$ cat src/rtl/approx_err_accum.sv
// Windowed error statistics (count, sum |e|, sum e^2) of an approximate adder against the exact sum.
// Optional peak-error capture (max_abs, max_a, max_b) is enabled by defining APPROX_ERR_MAX_EN.
module approx_err_accum #(
    parameter int WIDTH  = 16,
    parameter int N_LOG2 = 10,
    parameter int ACC_W  = 64
) (
    input  logic               clk,
    input  logic               rst,
    input  logic               start,
    input  logic               in_valid,
    output logic               in_ready,
    input  logic [WIDTH-1:0]   in_a,
    input  logic [WIDTH-1:0]   in_b,
    input  logic [WIDTH:0]     in_approx,
    output logic               res_valid,
    input  logic               res_ready,
    output logic [N_LOG2:0]    err_cnt,
    output logic [ACC_W-1:0]   sum_abs,
    output logic [ACC_W-1:0]   sum_sq,
    output logic               busy
`ifdef APPROX_ERR_MAX_EN
    ,
    output logic [WIDTH:0]     max_abs,
    output logic [WIDTH-1:0]   max_a,
    output logic [WIDTH-1:0]   max_b
`endif
);

    localparam int SQ_W  = 2 * (WIDTH + 1);
    // One bit wider than either operand of the saturating add so a carry-out is always visible.
    localparam int EXT_W = ((ACC_W > SQ_W) ? ACC_W : SQ_W) + 1;
    localparam logic [N_LOG2:0] CNT_LAST = {1'b0, {N_LOG2{1'b1}}};

    typedef enum logic [1:0] {
        ST_IDLE  = 2'd0,
        ST_RUN   = 2'd1,
        ST_DRAIN = 2'd2,
        ST_DONE  = 2'd3
    } state_t;

    state_t             state_r, state_nxt_s;
    logic               in_ready_r, busy_r, res_valid_r;
    logic               in_ready_nxt_s, busy_nxt_s, res_valid_nxt_s;
    logic [N_LOG2:0]    cnt_r;
    logic               win_start_s, accept_s, last_s;
    logic [WIDTH:0]     exact_s;
    logic [WIDTH+1:0]   err_s, neg_s;
    logic [WIDTH:0]     abs_s;
    logic               s1_valid_r, s1_nz_r, s2_valid_r;
    logic [WIDTH:0]     s1_abs_r;
    logic [SQ_W-1:0]    sq_s;
    logic [N_LOG2:0]    err_cnt_r;
    logic [ACC_W-1:0]   sum_abs_r, sum_sq_r;

    function automatic logic [ACC_W-1:0] sat_add(input logic [ACC_W-1:0] acc,
                                                 input logic [EXT_W-1:0] inc);
        logic [EXT_W-1:0] total;
        total = {{(EXT_W-ACC_W){1'b0}}, acc} + inc;
        if (total > {{(EXT_W-ACC_W){1'b0}}, {ACC_W{1'b1}}}) begin
            sat_add = {ACC_W{1'b1}};
        end else begin
            sat_add = total[ACC_W-1:0];
        end
    endfunction

    assign win_start_s = (state_r == ST_IDLE) && start;
    assign accept_s    = (state_r == ST_RUN) && in_valid && in_ready_r;
    assign last_s      = (cnt_r == CNT_LAST);

    // State register and registered control outputs.
    always_ff @(posedge clk) begin
        if (rst) begin
            state_r     <= ST_IDLE;
            in_ready_r  <= 1'b0;
            busy_r      <= 1'b0;
            res_valid_r <= 1'b0;
        end else begin
            state_r     <= state_nxt_s;
            in_ready_r  <= in_ready_nxt_s;
            busy_r      <= busy_nxt_s;
            res_valid_r <= res_valid_nxt_s;
        end
    end

    // Next-state decode.
    always_comb begin
        state_nxt_s = state_r;
        case (state_r)
            ST_IDLE: begin
                if (start) state_nxt_s = ST_RUN;
                else       state_nxt_s = ST_IDLE;
            end
            ST_RUN: begin
                if (accept_s && last_s) state_nxt_s = ST_DRAIN;
                else                    state_nxt_s = ST_RUN;
            end
            ST_DRAIN: begin
                if (!s1_valid_r && !s2_valid_r) state_nxt_s = ST_DONE;
                else                            state_nxt_s = ST_DRAIN;
            end
            ST_DONE: begin
                if (res_valid_r && res_ready) state_nxt_s = ST_IDLE;
                else                          state_nxt_s = ST_DONE;
            end
            default: state_nxt_s = ST_IDLE;
        endcase
    end

    // Control outputs follow the state being entered so they are registered yet cycle-aligned.
    always_comb begin
        in_ready_nxt_s  = (state_nxt_s == ST_RUN);
        busy_nxt_s      = (state_nxt_s != ST_IDLE);
        res_valid_nxt_s = (state_nxt_s == ST_DONE);
    end

    // Sample counter for the current window.
    always_ff @(posedge clk) begin
        if (rst) begin
            cnt_r <= {(N_LOG2+1){1'b0}};
        end else if (win_start_s) begin
            cnt_r <= {(N_LOG2+1){1'b0}};
        end else if (accept_s) begin
            cnt_r <= cnt_r + {{N_LOG2{1'b0}}, 1'b1};
        end else begin
            cnt_r <= cnt_r;
        end
    end

    // Signed error and its magnitude; the magnitude always fits in WIDTH+1 bits.
    always_comb begin
        exact_s = {1'b0, in_a} + {1'b0, in_b};
        err_s   = {1'b0, in_approx} - {1'b0, exact_s};
        neg_s   = (~err_s) + {{(WIDTH+1){1'b0}}, 1'b1};
        if (err_s[WIDTH+1]) abs_s = neg_s[WIDTH:0];
        else                abs_s = err_s[WIDTH:0];
        sq_s = {{(WIDTH+1){1'b0}}, s1_abs_r} * {{(WIDTH+1){1'b0}}, s1_abs_r};
    end

    // Stage 1: register error magnitude and nonzero flag.
    always_ff @(posedge clk) begin
        if (rst) begin
            s1_valid_r <= 1'b0;
            s1_abs_r   <= {(WIDTH+1){1'b0}};
            s1_nz_r    <= 1'b0;
        end else begin
            s1_valid_r <= accept_s;
            if (accept_s) begin
                s1_abs_r <= abs_s;
                s1_nz_r  <= (err_s != {(WIDTH+2){1'b0}});
            end else begin
                s1_abs_r <= s1_abs_r;
                s1_nz_r  <= s1_nz_r;
            end
        end
    end

    // Stage 2: saturating accumulation.
    always_ff @(posedge clk) begin
        if (rst) begin
            s2_valid_r <= 1'b0;
            err_cnt_r  <= {(N_LOG2+1){1'b0}};
            sum_abs_r  <= {ACC_W{1'b0}};
            sum_sq_r   <= {ACC_W{1'b0}};
        end else if (win_start_s) begin
            s2_valid_r <= 1'b0;
            err_cnt_r  <= {(N_LOG2+1){1'b0}};
            sum_abs_r  <= {ACC_W{1'b0}};
            sum_sq_r   <= {ACC_W{1'b0}};
        end else begin
            s2_valid_r <= s1_valid_r;
            if (s1_valid_r) begin
                err_cnt_r <= err_cnt_r + {{N_LOG2{1'b0}}, s1_nz_r};
                sum_abs_r <= sat_add(sum_abs_r, {{(EXT_W-WIDTH-1){1'b0}}, s1_abs_r});
                sum_sq_r  <= sat_add(sum_sq_r, {{(EXT_W-SQ_W){1'b0}}, sq_s});
            end else begin
                err_cnt_r <= err_cnt_r;
                sum_abs_r <= sum_abs_r;
                sum_sq_r  <= sum_sq_r;
            end
        end
    end

`ifdef APPROX_ERR_MAX_EN
    logic [WIDTH-1:0] s1_a_r, s1_b_r;
    logic [WIDTH:0]   max_abs_r;
    logic [WIDTH-1:0] max_a_r, max_b_r;

    // Operands travel with the error so the peak can be attributed to its inputs.
    always_ff @(posedge clk) begin
        if (rst) begin
            s1_a_r <= {WIDTH{1'b0}};
            s1_b_r <= {WIDTH{1'b0}};
        end else if (accept_s) begin
            s1_a_r <= in_a;
            s1_b_r <= in_b;
        end else begin
            s1_a_r <= s1_a_r;
            s1_b_r <= s1_b_r;
        end
    end

    // Peak tracker; strict compare keeps the earliest sample on ties.
    always_ff @(posedge clk) begin
        if (rst || win_start_s) begin
            max_abs_r <= {(WIDTH+1){1'b0}};
            max_a_r   <= {WIDTH{1'b0}};
            max_b_r   <= {WIDTH{1'b0}};
        end else if (s1_valid_r && (s1_abs_r > max_abs_r)) begin
            max_abs_r <= s1_abs_r;
            max_a_r   <= s1_a_r;
            max_b_r   <= s1_b_r;
        end else begin
            max_abs_r <= max_abs_r;
            max_a_r   <= max_a_r;
            max_b_r   <= max_b_r;
        end
    end

    assign max_abs = max_abs_r;
    assign max_a   = max_a_r;
    assign max_b   = max_b_r;
`else
    // Peak tracking not built.
`endif

    assign in_ready  = in_ready_r;
    assign busy      = busy_r;
    assign res_valid = res_valid_r;
    assign err_cnt   = err_cnt_r;
    assign sum_abs   = sum_abs_r;
    assign sum_sq    = sum_sq_r;

endmodule
$ cat config.mk
export PLATFORM = sky130hd
export DESIGN_NAME = approx_err_accum
export DESIGN_NICKNAME = d
export VERILOG_FILES = /design/src/rtl/approx_err_accum.sv
export SDC_FILE = /design/constraint.sdc
export NUM_CORES = 1
export LEC_CHECK = 0
export CAP_MARGIN = 20
export CORE_ASPECT_RATIO = 0.75
export CORE_MARGIN = 2
export CORE_UTILIZATION = 59
export DETAILED_ROUTE_END_ITERATION = 16
export HOLD_SLACK_MARGIN = 0.03
export PLACE_DENSITY = 0.8
export SLEW_MARGIN = 20
export SYNTH_ARGS = -nofsm -noshare
export SYNTH_HDL_FRONTEND = slang
export SYNTH_SLANG_ARGS = --single-unit
$ cat constraint.sdc
create_clock -name clk -period 7.8 [get_ports clk]
set_clock_uncertainty 0.15 [all_clocks]
set_input_delay 1.56 -clock clk [delete_from_list [all_inputs] [get_ports clk]]
set_output_delay 1.56 -clock clk [all_outputs]
set_load 0.1 [all_outputs]
Word level (Yosys, flattened, before mapping)
Cells that the tools add are included.
- register bits: 175
- input bits: 54
- muxes and demuxes: 8
- reductions and logical operators: 12
- add/sub/neg operators: 7
- order comparisons: 2
- multiply operators: 1
- equality and inequality tests: 6
- bitwise gates (word level): 1
- operators by type and width (cell ; number):
    > comparator 65 x 64 -> 1 bit, second input constant ; 2
    2-to-1 mux 64 bit ; 2
    adder 64 x 17 -> 65 bit ; 1
    adder 64 x 34 -> 65 bit ; 1
    multiplier 17 x 17 -> 34 bit ; 1
    nonzero test 18 bit ; 1
    subtractor 17 x 17 -> 18 bit ; 1
    adder 16 x 16 -> 17 bit ; 1
    adder 17 x 1 -> 17 bit, second input constant ; 1
    2-to-1 mux 17 bit ; 1
    NOT 17 bit ; 1
    adder 11 x 1 -> 11 bit ; 1
    adder 11 x 1 -> 11 bit, second input constant ; 1
    equality test 11 x 10 -> 1 bit, second input constant ; 1
    case mux 2 bit (4 select lines) ; 1
    equality test 2 bit, second input constant ; 3
    logical AND 1 bit ; 6
    equality test 2 x 1 -> 1 bit, second input constant ; 2
    2-to-1 mux 2 bit ; 2
    logical NOT 1 bit ; 2
    logical NOT 2 bit ; 1
    2-to-1 mux 1 bit ; 2
    nonzero test 2 bit ; 1
    OR reduction 2 bit ; 1

Depth between registers and ports, before layout
Gate-level depths: netlist of the first run.
- depth in word-level cells: 7
- gate-level depth with buffers: 27
- depth with buffers taken out: 24

Worst setup path before layout of the first run
Ideal clock, no wire load.
- path kind: register -> register
- from: reg s1_abs_r[5]
- to: reg sum_sq_r[60], in the netlist sum_sq[60]
- arrival: 6517 ps
- required time: 7518 ps
- cell stages (with the launch flop): 24
- clock period less this slack: 6799 ps
- setup slack: 1001 ps
- cells stage by stage: dfxtp_1 -> clkbuf_1 -> buf_1 -> nand2_1 -> fa_1 -> inv_1 -> fa_1 -> fa_1 -> fa_1 -> fa_1 -> inv_1 -> fa_1 -> inv_1 -> ha_1 -> buf_2 -> nand4_1 -> nor3_1 -> and3b_1 -> a21oi_1 -> a21oi_1 -> o21bai_1 -> a21oi_1 -> nor4bb_1 -> nor3_1
- cells in the longest elaborated chain, start to end: 4
- ends and longest elaborated chain (element ; RTL line ; source):
    from (decl) ; 51 ; logic [WIDTH:0] s1_abs_r;
    from (signal assigned) ; 144 ; s1_abs_r <= {(WIDTH+1){1'b0}};
    from (signal assigned) ; 149 ; s1_abs_r <= abs_s;
    from (signal assigned) ; 152 ; s1_abs_r <= s1_abs_r;
    multiplier 17 x 17 -> 34 bit (*) ; 137 ; sq_s = {{(WIDTH+1){1'b0}}, s1_abs_r} * {{(WIDTH+1){1'b0}}, s1_abs_r};
    adder 64 x 34 -> 65 bit (*) ; 59 ; total = {{(EXT_W-ACC_W){1'b0}}, acc} + inc;
    > comparator 65 x 64 -> 1 bit ; 60 ; if (total > {{(EXT_W-ACC_W){1'b0}}, {ACC_W{1'b1}}}) begin
    2-to-1 mux 64 bit (*) ; 60 ;
    to (signal assigned) ; 164 ; sum_sq_r <= {ACC_W{1'b0}};
    to (signal assigned) ; 169 ; sum_sq_r <= {ACC_W{1'b0}};
    to (signal assigned) ; 175 ; sum_sq_r <= sat_add(sum_sq_r, {{(EXT_W-SQ_W){1'b0}}, sq_s});
    to (decl) ; 54 ; logic [ACC_W-1:0] sum_abs_r, sum_sq_r;
Every way passes the cells marked *; elsewhere a longest branch is shown, timed or not.
A chain may end at the register's enable or synchronous reset.

Worst setup path in the final report of the first run
- from: reg s1_abs_r[12]
- to: reg sum_sq_r[52], in the netlist sum_sq[52]
The elaborated chain is that of the path after synthesis.

==> flow_metrics.env, run 1 <==
export IMPL_cts_sinks=175
export IMPL_p_leak_nw=10.4
export IMPL_synth_ff_type="dfxtp_1"
export IMPL_num_fill_cells=2550
export IMPL_min_path_type="reg2reg"
export IMPL_first_pass_iters=6
export IMPL_grt_pass1_wl_um=84300
export IMPL_cpMostUsedCell="fa_1"
export IMPL_run_status="finished, final reports clean"
export IMPL_powerDensity_nw_per_um2=105
export IMPL_layout_setup_ws_ps=304
export IMPL_async_flop_share_pct=0
export IMPL_synth_edf_count=0
export IMPL_regArea_um2=3510
export IMPL_ioPinCount=196
export IMPL_grt_busiest_layer="met2"
export IMPL_clock_latency_ps=440
export IMPL_setup_viol=0
export IMPL_power_w=0.00235
export IMPL_routedWlPerCell_um=18.0
export IMPL_cts_max_path_buffers=2
export IMPL_die_x_um=213
export IMPL_h_tree_depth=4
export IMPL_slew_headroom_pct=28.1
export IMPL_yosysWarnings=0
export IMPL_coreArea_um2=32300
export IMPL_via_per_inst=5.87
export IMPL_start_kind="register"
export IMPL_die_y_um=161
export IMPL_grt_start_max_net_pins=77
export IMPL_netlist_top_cells_count="inv_1 (406), fa_1 (241), dfxtp_1 (175)"
export IMPL_crit_required_ps=7950
export IMPL_cp_cell_sequence="buf_4 > nand2_1 > fa_1 > inv_1 > fa_1 > fa_1 > fa_1 > fa_1 > inv_1 > fa_1 > inv_1 > ha_1 > a21oi_1 > o21a_1 > o221ai_1 > o2111ai_1 > nand3_1 > o2111ai_2 > buf_4 > and2_0 > nand3_1 > nor3b_1"
export IMPL_rows=57
export IMPL_yosysSeqAreaShare_pct=18.2
export IMPL_synth_most_common_cell="inv_1"
export IMPL_dieArea_um2=34200
export IMPL_layout_nets=2876
export IMPL_ys_top_cells_by_area="fa_1 (25%), dfxtp_1 (18%), ha_1 (10%)"
export IMPL_max_freq_mhz=133
export IMPL_end_kind="register"
export IMPL_dpl_hpwl_um=41100
export IMPL_gp_congestion=1.04
export IMPL_portBuffers=195
export IMPL_peakVddDrop_uv=147
export IMPL_met1_usage_pct=42.3
export IMPL_grt_use_total_pct=30.9
export IMPL_drc_errors=0
export IMPL_layout_worst_path_cycle_share_pct=96.1
export IMPL_drv_slew=0
export IMPL_ant_nets=0
export IMPL_tightest_slew_ps=1070
export IMPL_synthDominantCellAreaShare_pct=25.0
export IMPL_dp_slack_ps=324
export IMPL_cpPeakStageDelay_ps=690
export IMPL_grt_antenna_before_repair=0
export IMPL_arrival_ps=7650
export IMPL_cts_made_buffers=17
export IMPL_reg2reg_slack_ps=300
export IMPL_hold_viol=0
export IMPL_maxCapViolCount=0
export IMPL_global_route_usage_met3_pct=5.42
export IMPL_whs_ps=309
export IMPL_drive_gt1_share_pct=3.90
export IMPL_diodes=0
export IMPL_syn_area_um2=19300
export IMPL_critical_path_slowest_cell="dfxtp_1"
export IMPL_criticalPathCategory="reg2reg"
export IMPL_vias=16900
export IMPL_drt_iter0_markers=1761
export IMPL_synth_top_cell_by_area="fa_1"
export IMPL_cts_root_buffer="clkbuf_16"
export IMPL_grt_pass1_vias=16800
export IMPL_multi_input_area_um2=13900
export IMPL_path_max_fanout=13
export IMPL_postSynthCellCount=2270
export IMPL_wl_um=51700
export IMPL_start_util_pct=59.7
export IMPL_cts_tree="yes"
export IMPL_synthesis_nets=2722
export IMPL_synth_cell_type_count=73
export IMPL_fin_crit_ps=7500
export IMPL_synth_seq_cells=175
export IMPL_areaGrowthSynthToFinish_pct=15.7
export IMPL_syn_avg_cell_area_um2=8.50
export IMPL_clkTransAtPathRegs_ps=70
export IMPL_cts_setup_buffers=0
export IMPL_overflow=0
export IMPL_use_met2_pct=49.2
per-stage QoR:
stage	utilization (%)	setup TNS, ps	area (um2)	std cells
floorplan	-	0	19300	2270
global placement	67.2	0	21700	2847
detailed placement	67.2	0	21700	2847
CTS	69.1	0	22300	2879
global route	69.1	-8.10	22300	2879
finish	69.1	0	22300	2879
layer usage:
metal / vias up / routed length [um]
met4: 0 / 2050
met5: - / 0
met2: 766 / 23500
met3: 128 / 4130
met1: 8131 / 22000
li1: 7865 / -
cell families (layout without fill, tap and decap cells):
| kind of cell | after synthesis | in the layout | synth area share (%) |
|---|---|---|---|
| XOR/XNOR | 96 | 96 | 4.36 |
| AND/OR/NAND/NOR | 624 | 624 | 16.4 |
| multiplexers | 9 | 9 | 0.480 |
| buffers and inverters | 498 | 665 | 9.75 |
| AO/OA/AOI/OAI | 470 | 470 | 15.7 |
| flip-flops | 175 | 175 | 18.2 |
| adder cells (fa/ha/maj) | 398 | 398 | 35.2 |
repair_timing:
item / CTS / global route
endpoints found under the hold margin: 0 / 0
hold buffers: 0 / 0
endpoints found under the setup margin: 0 / 40
gates resized for setup: 0 / 2
cells in the final DEF, fill, tap and decap left out, drive strengths merged, types with 24 or more instances in the layout:
cell and count:
a211oi 34, a21o 24, a21oi 121, a31oi 70, and2 78, and3 32, buf 32, clkdlybuf4s50 195
dfxtp 175, fa 241, ha 157, inv 411, nand2 157, nand3 60, nand4 27, nor2 131
nor3 54, o21ai 106, xnor2 49, xor2 47
worst paths after layout:
check,from,endpoint,depth (start not counted)
max,s1_abs_r[12],sum_sq[52],22
min,cnt_r[10],cnt_r[10],2
max reg2reg,s1_abs_r[12],sum_sq[52],22
min reg2reg,cnt_r[10],cnt_r[10],2
layout make-up:
class | instances | area share [%]
multi-input combinational | 1597 | 62.4
inverter | 406 | 6.83
timing repair buffer | 227 | 9.82
clock inverter | 14 | 0.779
clock buffer | 18 | 1.97
sequential | 175 | 15.7
tap | 442 | 2.48
critical path, delay by kind of cell, from the launching register on:
family / cells / cell delay, ps
buffers and inverters: 5 / 690
flip-flops: 1 / 690
AO/OA/AOI/OAI: 5 / 1300
AND/OR/NAND/NOR: 5 / 980
adder cells (fa/ha/maj): 7 / 3550
where the power goes:
part,leakage (nW),total (W),internal (W),switching (W)
clock,0.299,0.000893,0.000468,0.000425
combinational,8.69,0.000543,0.000209,0.000334
sequential,1.41,0.000918,0.000901,0.0000174
flip-flops by register name, indices dropped and copies added (netlist names):
name / count
s1_nz_r: 1
s2_valid_r: 1
s1_abs_r: 17
cnt_r: 11
in_ready: 1
state_r: 2
sum_sq: 64
s1_valid_r: 1
res_valid: 1
sum_abs: 64
busy: 1
err_cnt: 11
Note: power is estimated with default switching activity, not from simulation.
==> run 2, diff against run 1 <==
--- a/config.mk
+++ b/config.mk
@@ -7,11 +7,12 @@
 export LEC_CHECK = 0
 export CAP_MARGIN = 20
 export CORE_ASPECT_RATIO = 0.75
-export CORE_MARGIN = 2
+export CORE_MARGIN = 5
 export CORE_UTILIZATION = 59
 export DETAILED_ROUTE_END_ITERATION = 16
 export HOLD_SLACK_MARGIN = 0.03
 export PLACE_DENSITY = 0.8
+export SETUP_SLACK_MARGIN = 0.05
 export SLEW_MARGIN = 20
 export SYNTH_ARGS = -nofsm -noshare
 export SYNTH_HDL_FRONTEND = slang
==> flow_metrics.env, run 2 (same netlist as run 1, synthesis figures left out) <==
export IMPL_run_status="finished, final reports clean"
export IMPL_fin_crit_ps=7410
export IMPL_clkTransAtPathRegs_ps=80
export IMPL_cts_setup_buffers=0
export IMPL_p_seq_share_pct=38.9
export IMPL_overflow=0
export IMPL_tightest_slew_ps=1080
export IMPL_coreArea_um2=32300
export IMPL_dpl_hpwl_um=42100
export IMPL_cts_max_path_buffers=2
export IMPL_combPwrFrac_pct=22.7
export IMPL_grt_start_max_net_pins=77
export IMPL_portBuffers=195
export IMPL_layout_commonest_cell="inv_1"
export IMPL_path_max_fanout=14
export IMPL_power_w=0.00237
export IMPL_ioPinCount=196
export IMPL_crit_path_start="s1_abs_r[14]"
export IMPL_grt_setup_unrepaired="false"
export IMPL_powerDensity_nw_per_um2=106
export IMPL_rows=57
export IMPL_start_kind="register"
export IMPL_arrival_ps=7570
export IMPL_die_x_um=219
export IMPL_areaGrowthSynthToFinish_pct=15.6
export IMPL_ant_nets=0
export IMPL_start_util_pct=59.7
export IMPL_p_leak_nw=10.4
export IMPL_r2r_start="s1_abs_r[14]"
export IMPL_peakVddDrop_uv=136
export IMPL_cts_sinks=175
export IMPL_drc_errors=0
export IMPL_vias=17000
export IMPL_grt_pass1_vias=17300
export IMPL_criticalPathCategory="reg2reg"
export IMPL_drive_gt1_share_pct=3.86
export IMPL_reg2reg_slack_ps=390
export IMPL_hold_buffers=0
export IMPL_maxCapViolCount=0
export IMPL_layout_common_cells="inv_1 (406), fa_1 (241), clkdlybuf4s50_1 (195)"
export IMPL_wl_um=52900
export IMPL_r2r_end="sum_sq[50]"
export IMPL_min_path_type="reg2reg"
export IMPL_max_freq_mhz=135
export IMPL_crit_required_ps=7960
export IMPL_power_frac_clock_pct=38.4
export IMPL_routedWlPerCell_um=18.4
export IMPL_layout_worst_path_cycle_share_pct=95.0
export IMPL_via_per_inst=5.92
export IMPL_cts_resized=0
export IMPL_gp_congestion=0.969
export IMPL_intPower_w=0.00158
export IMPL_die_y_um=167
export IMPL_layout_nets=2875
export IMPL_tns_ps=0
export IMPL_grt_use_total_pct=29.3
export IMPL_switchingPower_w=0.000791
export IMPL_r2r_cells=24
export IMPL_hold_viol=0
export IMPL_grt_antenna_before_repair=0
export IMPL_setup_viol=0
export IMPL_cts_root_buffer="clkbuf_16"
export IMPL_slew_headroom_pct=28.0
export IMPL_drt_iter0_markers=1683
export IMPL_crit_path_end="sum_sq[50]"
export IMPL_diodes=0
export IMPL_end_kind="register"
export IMPL_first_pass_iters=6
export IMPL_cts_made_buffers=17
export IMPL_cts_tree="yes"
export IMPL_clock_latency_ps=450
export IMPL_drv_slew=0
export IMPL_h_tree_depth=4
export IMPL_grt_pass1_wl_um=87800
export IMPL_p_sw_share_pct=33.4
export IMPL_dieArea_um2=36500
## run 2: cell types whose count changed in the layout (fill, tap and decap cells not counted), sizes merged
cell and delta:
buf -1, clkinv -1, clkinvlp +1
## run 2: metal layers
layer	global-route usage (%)	vias to the layer above	part of all wire, %
met1	40.3	8238	42
li1	-	7854	-
met2	46.1	814	45
met3	5.63	141	8.8
met4	11.4	0	4.2
met5	0	-	0
## run 2: through the flow
| stage | util [%] | cell area [um2] | instances | worst slack [ps] | hold WS, ps |
|---|---|---|---|---|---|
| 3_5_place_dp | 67.2 | 21700 | 2846 | 467 | 303 |
| 6_report | 69.1 | 22300 | 2878 | 387 | 311 |
| 5_1_grt | 69.1 | 22300 | 2878 | 67.1 | 346 |
| 2_1_floorplan | - | 19300 | 2270 | 1000 | 282 |
| 4_1_cts | 69.1 | 22300 | 2878 | 430 | 313 |
| 3_3_place_gp | 67.2 | 21700 | 2846 | 677 | 287 |
## run 2: how the worst min path moves through the flow
stage	depth (start not counted)	slack, ps	start	end
after floorplan	2	280	cnt_r[10]	cnt_r[10]
after global placement	2	290	cnt_r[10]	cnt_r[10]
after detailed placement	2	300	cnt_r[10]	cnt_r[10]
after CTS	2	310	cnt_r[10]	cnt_r[10]
after global routing	2	350	cnt_r[10]	cnt_r[10]
final	2	310	cnt_r[10]	cnt_r[10]
## run 2: critical path: stages (launching register included)
cell,delay (ps)
dfxtp_1,740
nand2_1,210
inv_1,110
fa_1,440
fa_1,560
inv_1,60
fa_1,530
inv_1,60
fa_1,510
fa_1,520
inv_1,50
fa_1,540
inv_1,40
ha_1,440
nand3_1,200
nor3_1,470
and3b_1,230
a21oi_1,50
a21oi_1,170
buf_4,170
o21bai_1,110
a21oi_1,380
buf_4,210
nor4bb_1,220
nor3_1,80
## run 2: cell type report
| cell class | count | area [um2] |
|---|---|---|
| timing repair buffer | 226 | 2180 |
| tap | 442 | 553 |
| multi-input combinational | 1597 | 13900 |
| clock buffer | 18 | 439 |
| sequential | 175 | 3510 |
| inverter | 406 | 1520 |
| clock inverter | 14 | 175 |
| fill | 2563 | 9990 |
## run 2: power groups by stage
stage / clock network, W / registers (W) / logic (W)
6_report: 0.000909 / 0.000920 / 0.000539
5_1_grt: 0.000951 / 0.000921 / 0.000599
4_1_cts: 0.000914 / 0.000919 / 0.000537
3_5_place_dp: 0 / 0.000940 / 0.000534
3_3_place_gp: 0 / 0.000940 / 0.000517
2_1_floorplan: 0 / 0.000960 / 0.000374
